==> config.mk <==
export PLATFORM = sky130hd
export DESIGN_NAME = qpsk_demodulator
export DESIGN_NICKNAME = d
export VERILOG_FILES = /design/src/rtl/qpsk_pkg.sv /design/src/rtl/qpsk_slicer.sv /design/src/rtl/qpsk_demodulator.sv
export SDC_FILE = /design/constraint.sdc
export NUM_CORES = 1
export LEC_CHECK = 0
export CAP_MARGIN = 40
export CORE_MARGIN = 10
export CORE_UTILIZATION = 38
export CTS_BUF_LIST = sky130_fd_sc_hd__clkbuf_16
export DETAILED_ROUTE_END_ITERATION = 16
export PLACE_DENSITY = 0.76
export SYNTH_ARGS = -nofsm -noshare
export SYNTH_HDL_FRONTEND = slang
export SYNTH_SLANG_ARGS = --single-unit
==> constraint.sdc <==
create_clock -name clk -period 1.9 [get_ports clk]
set_input_delay 0.38 -clock clk [delete_from_list [all_inputs] [get_ports clk]]
set_output_delay 0.38 -clock clk [all_outputs]
set_load 0.01 [all_outputs]
==> src/rtl/qpsk_pkg.sv <==
// Shared types and word geometry for the QPSK receive path.
package qpsk_pkg;
   localparam int SYMS_PER_WORD = 11;
   localparam int DATA_W        = 21;
   localparam int BUF_W         = 2 * (SYMS_PER_WORD - 1);

   typedef logic [1:0] qpsk_sym_t;

   typedef enum logic [1:0] {IDLE, COLLECT, HOLD} demod_state_t;
endpackage

==> src/rtl/qpsk_slicer.sv <==
// Hard-decision QPSK slicer: {b1, b0} = {Q < 0, I < 0}, zero decides positive.
// Purely combinational; no flow control.
module qpsk_slicer
   import qpsk_pkg::*;
#(
   parameter int SAMPLE_W = 12
) (
   input  logic [SAMPLE_W-1:0] i_i,
   input  logic [SAMPLE_W-1:0] i_q,
   output qpsk_sym_t           o_sym
);

   localparam logic signed [SAMPLE_W-1:0] ZERO = '0;

   assign o_sym = {($signed(i_q) < ZERO), ($signed(i_i) < ZERO)};

endmodule

==> src/rtl/qpsk_demodulator.sv <==
// QPSK hard demodulator: 11 symbols -> 21-bit word, m_valid one cycle after the 11th sample;
// s_ready drops while a word is held unaccepted. Optional pad check: QPSK_DEMOD_PAD_CHECK_EN.
module qpsk_demodulator
   import qpsk_pkg::*;
#(
   parameter int SAMPLE_W = 12
) (
   input  logic                clk,
   input  logic                rst_n,
   input  logic                s_valid,
   output logic                s_ready,
   input  logic                s_first,
   input  logic [SAMPLE_W-1:0] s_i,
   input  logic [SAMPLE_W-1:0] s_q,
   output logic                m_valid,
   input  logic                m_ready,
   output logic [DATA_W-1:0]   m_data,
   output logic [7:0]          drop_cnt
`ifdef QPSK_DEMOD_PAD_CHECK_EN
   ,
   output logic                pad_err
`endif
);

   localparam logic [3:0] LAST_CNT = 4'(SYMS_PER_WORD - 1);

   demod_state_t      r_state;
   demod_state_t      w_next_state;
   logic [3:0]        r_sym_cnt;
   logic [BUF_W-1:0]  r_buf;
   logic [DATA_W-1:0] r_m_data;
   logic              r_m_valid;
   logic              r_s_ready;
   logic [7:0]        r_drop_cnt;
   qpsk_sym_t         w_sym;
   logic              w_xfer;
   logic              w_word_xfer;
   logic              w_start;
   logic              w_store;
   logic              w_done;
   logic              w_drop;

   qpsk_slicer #(.SAMPLE_W(SAMPLE_W)) u_slicer (
      .i_i   (s_i),
      .i_q   (s_q),
      .o_sym (w_sym)
   );

   assign w_xfer      = s_valid & r_s_ready;
   assign w_word_xfer = r_m_valid & m_ready;

   always_ff @(posedge clk or negedge rst_n) begin
      if (!rst_n) begin
         r_state <= IDLE;
      end else begin
         r_state <= w_next_state;
      end
   end

   always_comb begin
      w_next_state = r_state;
      case (r_state)
         IDLE: begin
            if (w_xfer && s_first) w_next_state = COLLECT;
         end
         COLLECT: begin
            if (w_xfer && !s_first && r_sym_cnt == LAST_CNT) w_next_state = HOLD;
         end
         HOLD: begin
            if (w_word_xfer) w_next_state = IDLE;
         end
         default: w_next_state = IDLE;
      endcase
   end

   // A framed sample in COLLECT restarts the word, including on the 11th position.
   always_comb begin
      w_start = 1'b0;
      w_store = 1'b0;
      w_done  = 1'b0;
      w_drop  = 1'b0;
      case (r_state)
         IDLE: begin
            w_start = w_xfer & s_first;
         end
         COLLECT: begin
            if (w_xfer) begin
               if (s_first) begin
                  w_start = 1'b1;
                  w_drop  = 1'b1;
               end else begin
                  w_store = 1'b1;
                  w_done  = (r_sym_cnt == LAST_CNT);
               end
            end
         end
         default: ;
      endcase
   end

   // r_buf keeps symbols 0..9; symbol 10 goes straight into m_data and its b0 is the pad.
   always_ff @(posedge clk or negedge rst_n) begin
      if (!rst_n) begin
         r_s_ready  <= 1'b0;
         r_sym_cnt  <= '0;
         r_buf      <= '0;
         r_m_data   <= '0;
         r_m_valid  <= 1'b0;
         r_drop_cnt <= '0;
      end else begin
         r_s_ready <= (w_next_state != HOLD);
         if (w_start) begin
            r_buf     <= {{(BUF_W-2){1'b0}}, w_sym};
            r_sym_cnt <= 4'd1;
         end else if (w_store) begin
            r_buf     <= {r_buf[BUF_W-3:0], w_sym};
            r_sym_cnt <= r_sym_cnt + 4'd1;
         end else if (w_word_xfer) begin
            r_sym_cnt <= '0;
         end
         if (w_done) begin
            r_m_data  <= {r_buf, w_sym[1]};
            r_m_valid <= 1'b1;
         end else if (w_word_xfer) begin
            r_m_valid <= 1'b0;
         end
         if (w_drop && r_drop_cnt != 8'hFF) begin
            r_drop_cnt <= r_drop_cnt + 8'd1;
         end
      end
   end

`ifdef QPSK_DEMOD_PAD_CHECK_EN
   logic r_pad_err;

   always_ff @(posedge clk or negedge rst_n) begin
      if (!rst_n) begin
         r_pad_err <= 1'b0;
      end else if (w_done) begin
         r_pad_err <= w_sym[0];
      end else if (w_word_xfer) begin
         r_pad_err <= 1'b0;
      end
   end

   assign pad_err = r_pad_err;
`endif

   assign s_ready  = r_s_ready;
   assign m_valid  = r_m_valid;
   assign m_data   = r_m_data;
   assign drop_cnt = r_drop_cnt;

endmodule

==> results, run 1 <==
- The maximum fanout along the worst path is 5.
- For this run the aggregate overflow at the end of global routing stands at 0.
- The library cells used most frequently in the layout, excluding fill and tap cells, are dfrtp_1 (57), clkdlybuf4s50_1 (36), mux2_2 (25).
- The synthesized netlist devotes 12.18% of its cell area to compound gates.
- During placement, the flow inserted port buffers numbering 37.
- Summing the areas of all fa, ha and maj instances in the mapped netlist gives 1.581% of the synthesized area.
- The fraction of met2 tracks used by global routing is 15.78%.
- The final setup violation count is 0.
- The number of buffers created by CTS is 9.
- The achievable frequency is 566.8 MHz.
- For this run, the post-layout net count is 258.
- The design draws 3.645 mW.
- Setup repair after global routing left no endpoint under its margin.
- The largest net degree at the start of global routing is 58.
- STA classifies the critical path endpoint as a primary output.
- Summed over all cells, the static leakage comes to 1.507 nW.
- Clock skew on the completed layout was measured at 0.007950 ns.
- The run finished with clean final reports.
- In the global route stage, overall resource usage came out at 10.60%.
- In this run the critical register-to-register path is captured at m_data[14].
- The transition time at the pin with the least slew margin is 0.4381 ns.
- Compared with the post-synthesis result, the final layout area differs by 36.11%.
- The area share of xor/xnor cells in the synthesized design is 0.3690%.
- Dividing the detail-routed via count by the number of cells gives 5.239.
- The count of nets left with antenna violations once routing finished came out at 0.
- The clock root buffer master is clkbuf_16.
- Summing all placed instances gives a cell area of 2922 um^2.
- The routed design has 4937 um of wire.
- The detailed-route DRC error count is 0.
- The count of hold-fix buffers inserted at cts is 0.
- The total internal power is 2.743 mW.
- The post-detailed-route wirelength per cell is 16.19 um.
- Together, buffers and inverters on the worst path number 1.
- The most used flip-flop cell after synthesis is dfrtp_1.
- In this run switching power makes up 24.76% of total power.
- The share of total power dissipated in combinational logic is 14.8%.
- The launch point of the worst reg-to-reg path is r_sym_cnt[0].
- Once layout is complete, the utilization of the core stands at 53.93%.
- The via count of the first global-routing pass is 1,721.
- The sequential-to-total area share from yosys stat is 60.09%.
- The worst setup path is launched from a register.
- The clock reaches the later pin of the worst-skew pair after 0.32 ns.
- The number of enable flip-flop cells after synthesis is 0.
- The vertical die dimension is 99.03 um.
- The maximum root-to-sink buffer count is 2.
- The tool flagged a number of max-cap violations equal to 0.
- By area, the combinational part of the netlist is dominated by multiplexers.
- The placement row count is 28.
- The worst slew slack as a fraction of its limit is 70.33%.
- The share of total power dissipated in sequential elements is 39.5%.
- The share of async-settable or async-resettable flops after synthesis is 100.0%.
- The master of the slowest instance on the critical path is clkdlybuf4s50_1.
- Of the post-synthesis cell area, the part taken by muxes is 13.55%.
- Traced cell by cell, the critical path runs through clkdlybuf4s50_1.
- The net count after synthesis is 203.
- The first global-routing pass estimated 8362 um of wire.
- Of the cells placed in the final design, the portion with a size suffix greater than 1 is 26.52%.
- The number of gates given a new drive strength after cts is 0.
- The number of register bits inferred by synthesis is 57.
- In this run, the clock network consumes 45.8% of the power.
- The kind of cell with the highest combined delay along the critical path is buffers and inverters.
- Averaged over all synthesized cells, the footprint is 13.88 um^2.
- The met3 capacity usage during global routing is 6.075%.
- The number of pins exceeding their max-slew limit in the final report is 0.
- The critical path in this run is classified as register to primary output.
- The number of levels the H-tree was split into is 3.
- The number of antenna diodes in the final layout is 0.
- After routing the design area is 3231 um^2.
- After clock tree synthesis, the setup repair step added 0 buffers.
- For the worst setup path, the data arrival time is 1.38 ns.
- The first routing iteration left 54 violations.
- Summing every instance area after synthesis gives 2374 um^2.
- The most congested layer reported by global routing is met2.
- VDD sags by at most 0.6387 mV.
- Dividing the final minimum period by the clock period gives 92.86%.
- The number of cells produced by synthesis is 171.
- STA puts the critical path data required time at 1.52 ns.
- The floorplan die width is 99.03 um.
- The met1 capacity usage during global routing is 11.95%.
- Subtracting the final worst setup slack from the clock period gives 1.764 ns.
- Across all register-to-register paths, the minimum setup slack is 0.21 ns.
- The initial antenna violation count is 0.
- Yosys printed 0 warnings.
- The core area is 5991 um^2.
- The library cell used most frequently in the layout, excluding fill and tap cells, is dfrtp_1.
- The total vias in the final route is 1,598.
- The clock sink total is 57.
- The total iterations of the first detailed-routing run is 4.
- The min-delay analysis places its worst path in the category primary input to asynchronous set/reset pin.
- The number of endpoints with negative hold slack in the final report came to 0.
- The die covers 9807 um^2.
- The cell depth of the worst flop-to-flop path is 6.
- The I/O pin total is 60.
- The switching power is 0.9025 mW.
- Following the worst setup path forward leads to its endpoint at s_ready.
- The number of stages on the worst setup path is 1.
- The start point of the critical path is s_ready.
- The sum of net half-perimeters after detailed placement is 3315 um.
- Once the floorplan was initialized, standard cells occupied 39.62% of the core.
- Of the total synthesized cell area, the portion taken by AND, OR, NAND and NOR gates is 8.698%.
- On the worst path, the slowest cell contributes a delay of 0.59 ns.
- The clock-pin slew of the registers on the worst-case setup and hold paths is 0.05 ns.
- The routability congestion estimate is 0.7813.
- The number of distinct library cells after synthesis is 38.
- The TritonCTS clock tree is built.
- In this run the power density over the cells is 1128 nW/um^2.
[logic make-up (layout without fill, tap and decap cells)]
logic type / after synthesis / in the layout
flops: 57 / 57
compound gates: 36 / 36
simple gates: 32 / 32
mux: 28 / 28
buf+inv: 14 / 73
fa+ha+maj: 3 / 3
xor+xnor: 1 / 1
[cell usage after synthesis, types with 2 or more instances]
master | count | share of area [%]
nor3_1 | 4 | 0.84
nor4_1 | 2 | 0.53
a21o_1 | 2 | 0.63
a22o_1 | 18 | 6.6
buf_2 | 4 | 0.84
o21ai_0 | 4 | 0.84
nor2_1 | 3 | 0.47
dfrtp_1 | 57 | 60
mux2_2 | 25 | 12
inv_1 | 6 | 0.95
a21oi_1 | 2 | 0.42
ha_1 | 3 | 1.6
mux2_4 | 2 | 1.3
buf_6 | 3 | 1.4
nand3_1 | 7 | 1.5
o31ai_1 | 2 | 0.63
nand2_1 | 5 | 0.79
a221o_1 | 2 | 0.84
[flip-flops by register name, indices dropped and copies added (netlist names)]
| signal | flops |
|---|---|
| m_data | 21 |
| r_buf | 20 |
| s_ready | 1 |
| m_valid | 1 |
| drop_cnt | 8 |
| r_sym_cnt | 4 |
| r_state | 2 |
[worst min path at each step]
stage	start	end	slack [ns]	depth (start not counted)
finish	rst_n	r_buf[0]	0.05	2
global route	rst_n	r_buf[2]	0.07	2
CTS	rst_n	r_buf[0]	0.06	2
detailed placement	rst_n	r_buf[0]	0.41	2
global placement	rst_n	drop_cnt[1]	0.40	2
floorplan	rst_n	drop_cnt[0]	0.08	0
[layout make-up]
class                      instances  area (um^2)
clock buffer                       9        225.2
multi-input combinational        100        863.3
sequential                        57         1426
tap                               75        93.84
inverter                           6        22.52
fill                             490         2760
timing repair buffer              52        515.5
clock inverter                     6        83.83
[per-layer routing]
| layer | up-vias | wire length (um) |
|---|---|---|
| met5 | - | 0 |
| met4 | 0 | 100 |
| li1 | 752 | - |
| met2 | 44 | 2216 |
| met1 | 793 | 2204 |
| met3 | 9 | 415 |
[power by group through the flow]
stage / clock [mW] / sequential (mW) / combinational (mW)
global route: 1.76 / 1.46 / 0.596
finish: 1.67 / 1.44 / 0.539
CTS: 1.70 / 1.44 / 0.548
floorplan: 0 / 1.47 / 0.241
detailed placement: 0 / 1.45 / 0.544
global placement: 0 / 1.44 / 0.528
[through the flow]
stage               TNS, ns  hold WS (ns)  std cells  worst slack (ns)
detailed placement   -3.982        0.4077        290           -0.1354
floorplan                 0       0.08441        171            0.2513
finish                    0       0.04506        305            0.1357
global placement     -3.441        0.4034        290           -0.1167
global route              0       0.06696        305           0.04035
CTS                       0       0.05808        305            0.1228
Power figures use the tool's default switching activity.
==> inputs of run 2 (changes only) <==
==> constraint.sdc (replaced) <==
create_clock -name clk -period 1.7 [get_ports clk]
set_input_delay 0.34 -clock clk [delete_from_list [all_inputs] [get_ports clk]]
set_output_delay 0.34 -clock clk [all_outputs]
set_load 0.01 [all_outputs]
==> run 2 against run 1 <==
Global-route usage about the same. Wire length increased by 0.59%. Clock-buffer cell count unchanged. Total power increased by 2.5%. Flip-flop and latch count unchanged. Register-to-register slack got worse by 0.16 ns. Combinational power increased by 17%. Non-clock buffer count increased by 4. Worst hold slack improved by 0.36 ns. Cell area decreased by 0.66%. Cell count increased by 2.0%. First-iteration DRC count decreased by 35%. Critical path type unchanged. Largest cell class unchanged. Largest power group is now registers. Highest routed layer unchanged.
==> results, run 2 (synthesized netlist as in run 1, its figures left out) <==
- Based on the critical path, the design can be clocked at up to 604.4 MHz.
- The number of buffers and inverters on the critical path is 1.
- The root buffer cell chosen for the clock tree is clkbuf_16.
- The initial antenna violation count is 1.
- The TritonCTS clock tree is built.
- The sum of net half-perimeters after detailed placement is 3491 um.
- No sink is reached through more buffers than the 2 on the longest clock path.
- The kind of critical path is register to primary output.
- In this run, CTS created clock tree buffers numbering 9.
- The routability congestion estimate is 0.7689.
- Summing all multi-input logic gate instances after layout gives 870.8 um^2.
- The worst slack at placement is -0.2878 ns.
- The H-tree was split into 3 levels.
- In this design, the largest share of critical-path delay is due to buffers and inverters.
- Pin placement for this block handled 60 I/O pins.
- The flip-flop count of the largest register after layout is 21.
- Setup violations remaining at the end of the flow were counted as 0.
- The net total in the final layout is 262.
- STA puts the critical path data arrival time at 1.31 ns.
- The layout cell share with drive strength beyond 1 is 27.23%.
- The final critical-path required period is 1.654 ns.
- Walking the worst path, the cells encountered are clkdlybuf4s50_1.
- Fill cells in the final layout number 511.
- The port buffer count is 37.
- The flip-flop and latch area is 1428 um^2.
- The leakage power summed over all cells is 1.513 nW.
- The routed design has 4966 um of wire.
- The largest voltage drop on the vdd net is 0.6665 mV.
- The number of pins exceeding their max-slew limit in the final report is 0.
- The global-route wire length before repair is 8355 um.
- STA classifies the critical path startpoint as a register.
- The number of setup buffers added after CTS is 0.
- The vertical die dimension is 99.03 um.
- The detailed-route DRC error count is 0.
- The number of DRC markers in iteration 0 is 35.
- STA classifies the critical path endpoint as a primary output.
- The via count of the first global-routing pass is 1,687.
- The area enclosed by the die boundary is 9807 um^2.
- After clock tree synthesis, the clock-pin slew on the worst setup and hold paths is 0.05 ns.
- The worst pin sits at a relative slew slack of 79.11%.
- The final period utilization is 97.32%.
- The number of nets with antenna violations after routing is 0.
- The library cells used most frequently in the layout, excluding fill and tap cells, are dfrtp_1 (56), clkdlybuf4s50_1 (35), mux2_2 (25).
- For this configuration, the core starts out at a cell density of 39.62%.
- The power per standard cell area is 1164 nW/um^2.
- In the post-route analysis, the smallest setup slack over all paths is 0.04558 ns.
- Once placement completed, the tool counted placed cells totaling 293.
- Using the TritonRoute via totals, the vias-per-cell ratio works out to 5.267.
- Across every metal layer, demand over resource in global routing totals 10.59%.
- The area added between synthesis and finish is 35.21%.
- For this run, the number of standard cells in the final layout without fillers is 311.
- Across all hold checks on the routed design, the worst slack comes to 0.4040 ns.
- In this run the horizontal extent of the chip is 99.03 um.
- The type of the tightest min-delay check is primary input to asynchronous set/reset pin.
- Entering global routing, the biggest net connects 36 pins.
- Setup repair after global routing could not meet its margin everywhere.
- For this run, the detailed router's first-pass iteration total came to 4.
- The number of endpoints with negative hold slack in the final report came to 0.
- The maximum cell stage delay along the critical path is 0.60 ns.
- The final clock skew is 0.005259 ns.
- The core area is 5991 um^2.
- The flow ran to the end, and the final reports show no timing, DRC or antenna violations.
- The total vias in the final route is 1,638.
- Across the run, the number of max-cap violations was 0.
- CTS saw 57 sinks.
- At the worst endpoint, the required time is 1.36 ns.
- The core occupancy in the finished layout is 53.57%.
- The post-detailed-route wirelength per cell is 15.97 um.
- The placement row count is 28.
- At the pin with the least slew margin, the transition time is 0.3129 ns.
- Global routing finished with a remaining overflow of 0.
- Of all nets on the critical path, the largest fanout is 4.
- The clock insertion delay at the later pin of the skew report is 0.32 ns.
- The slowest stage of the critical path belongs to the cell clkdlybuf4s50_1.
- Leaving out fill and tap cells, the most frequent cell in the layout is dfrtp_1.
==> run 2: routing by layer <==
metal	GRT usage, %	up-vias	share of wire [%]
met5	0	-	0
met4	5.513	0	3.2
met3	5.866	12	9.0
met2	14.63	51	43
met1	12.85	812	44
li1	-	763	-
==> run 2: final timing paths <==
check                                   from           to  slack (ns)  depth (start not counted)
min in group clk                     s_valid   r_state[0]        0.41                          3
worst max-delay path             drop_cnt[1]  drop_cnt[1]        0.05                          1
max in group asynchronous              rst_n      s_ready        0.81                          3
worst min register to register       m_valid      m_valid        0.50                          1
worst max register to register  r_sym_cnt[0]   m_data[12]        0.05                          6
worst min-delay path                   rst_n    m_data[3]        0.40                          2
==> run 2: layout make-up <==
class / instances / share of cell area, %
multi-input combinational: 100 / 27.13
clock buffer: 9 / 7.018
clock inverter: 7 / 0.8967
antenna: 1 / 0.07797
sequential: 57 / 44.48
tap: 75 / 2.924
timing repair buffer: 56 / 16.76
inverter: 6 / 0.7018
==> run 2: through the flow <==
stage,power [mW],cell area [um^2],setup TNS (ns)
2_1_floorplan,1.909,2374,0
3_3_place_gp,2.210,2932,-11.29
3_5_place_dp,2.248,2932,-11.57
4_1_cts,3.781,3197,0
5_1_grt,3.933,3209,-0.2938
6_report,3.735,3209,0
==> run 2: where the power goes <==
part	switching (mW)	internal [mW]
clock	0.550	0.949
sequential	0.126	1.48
combinational	0.298	0.334
==> run 2: repair_timing <==
item | CTS | global route
gates resized for setup | 1 | 2
endpoints found under the hold margin | 7 | 0
setup endpoints to repair | 1 | 22
hold buffers | 1 | 0
cloned | 0 | 0
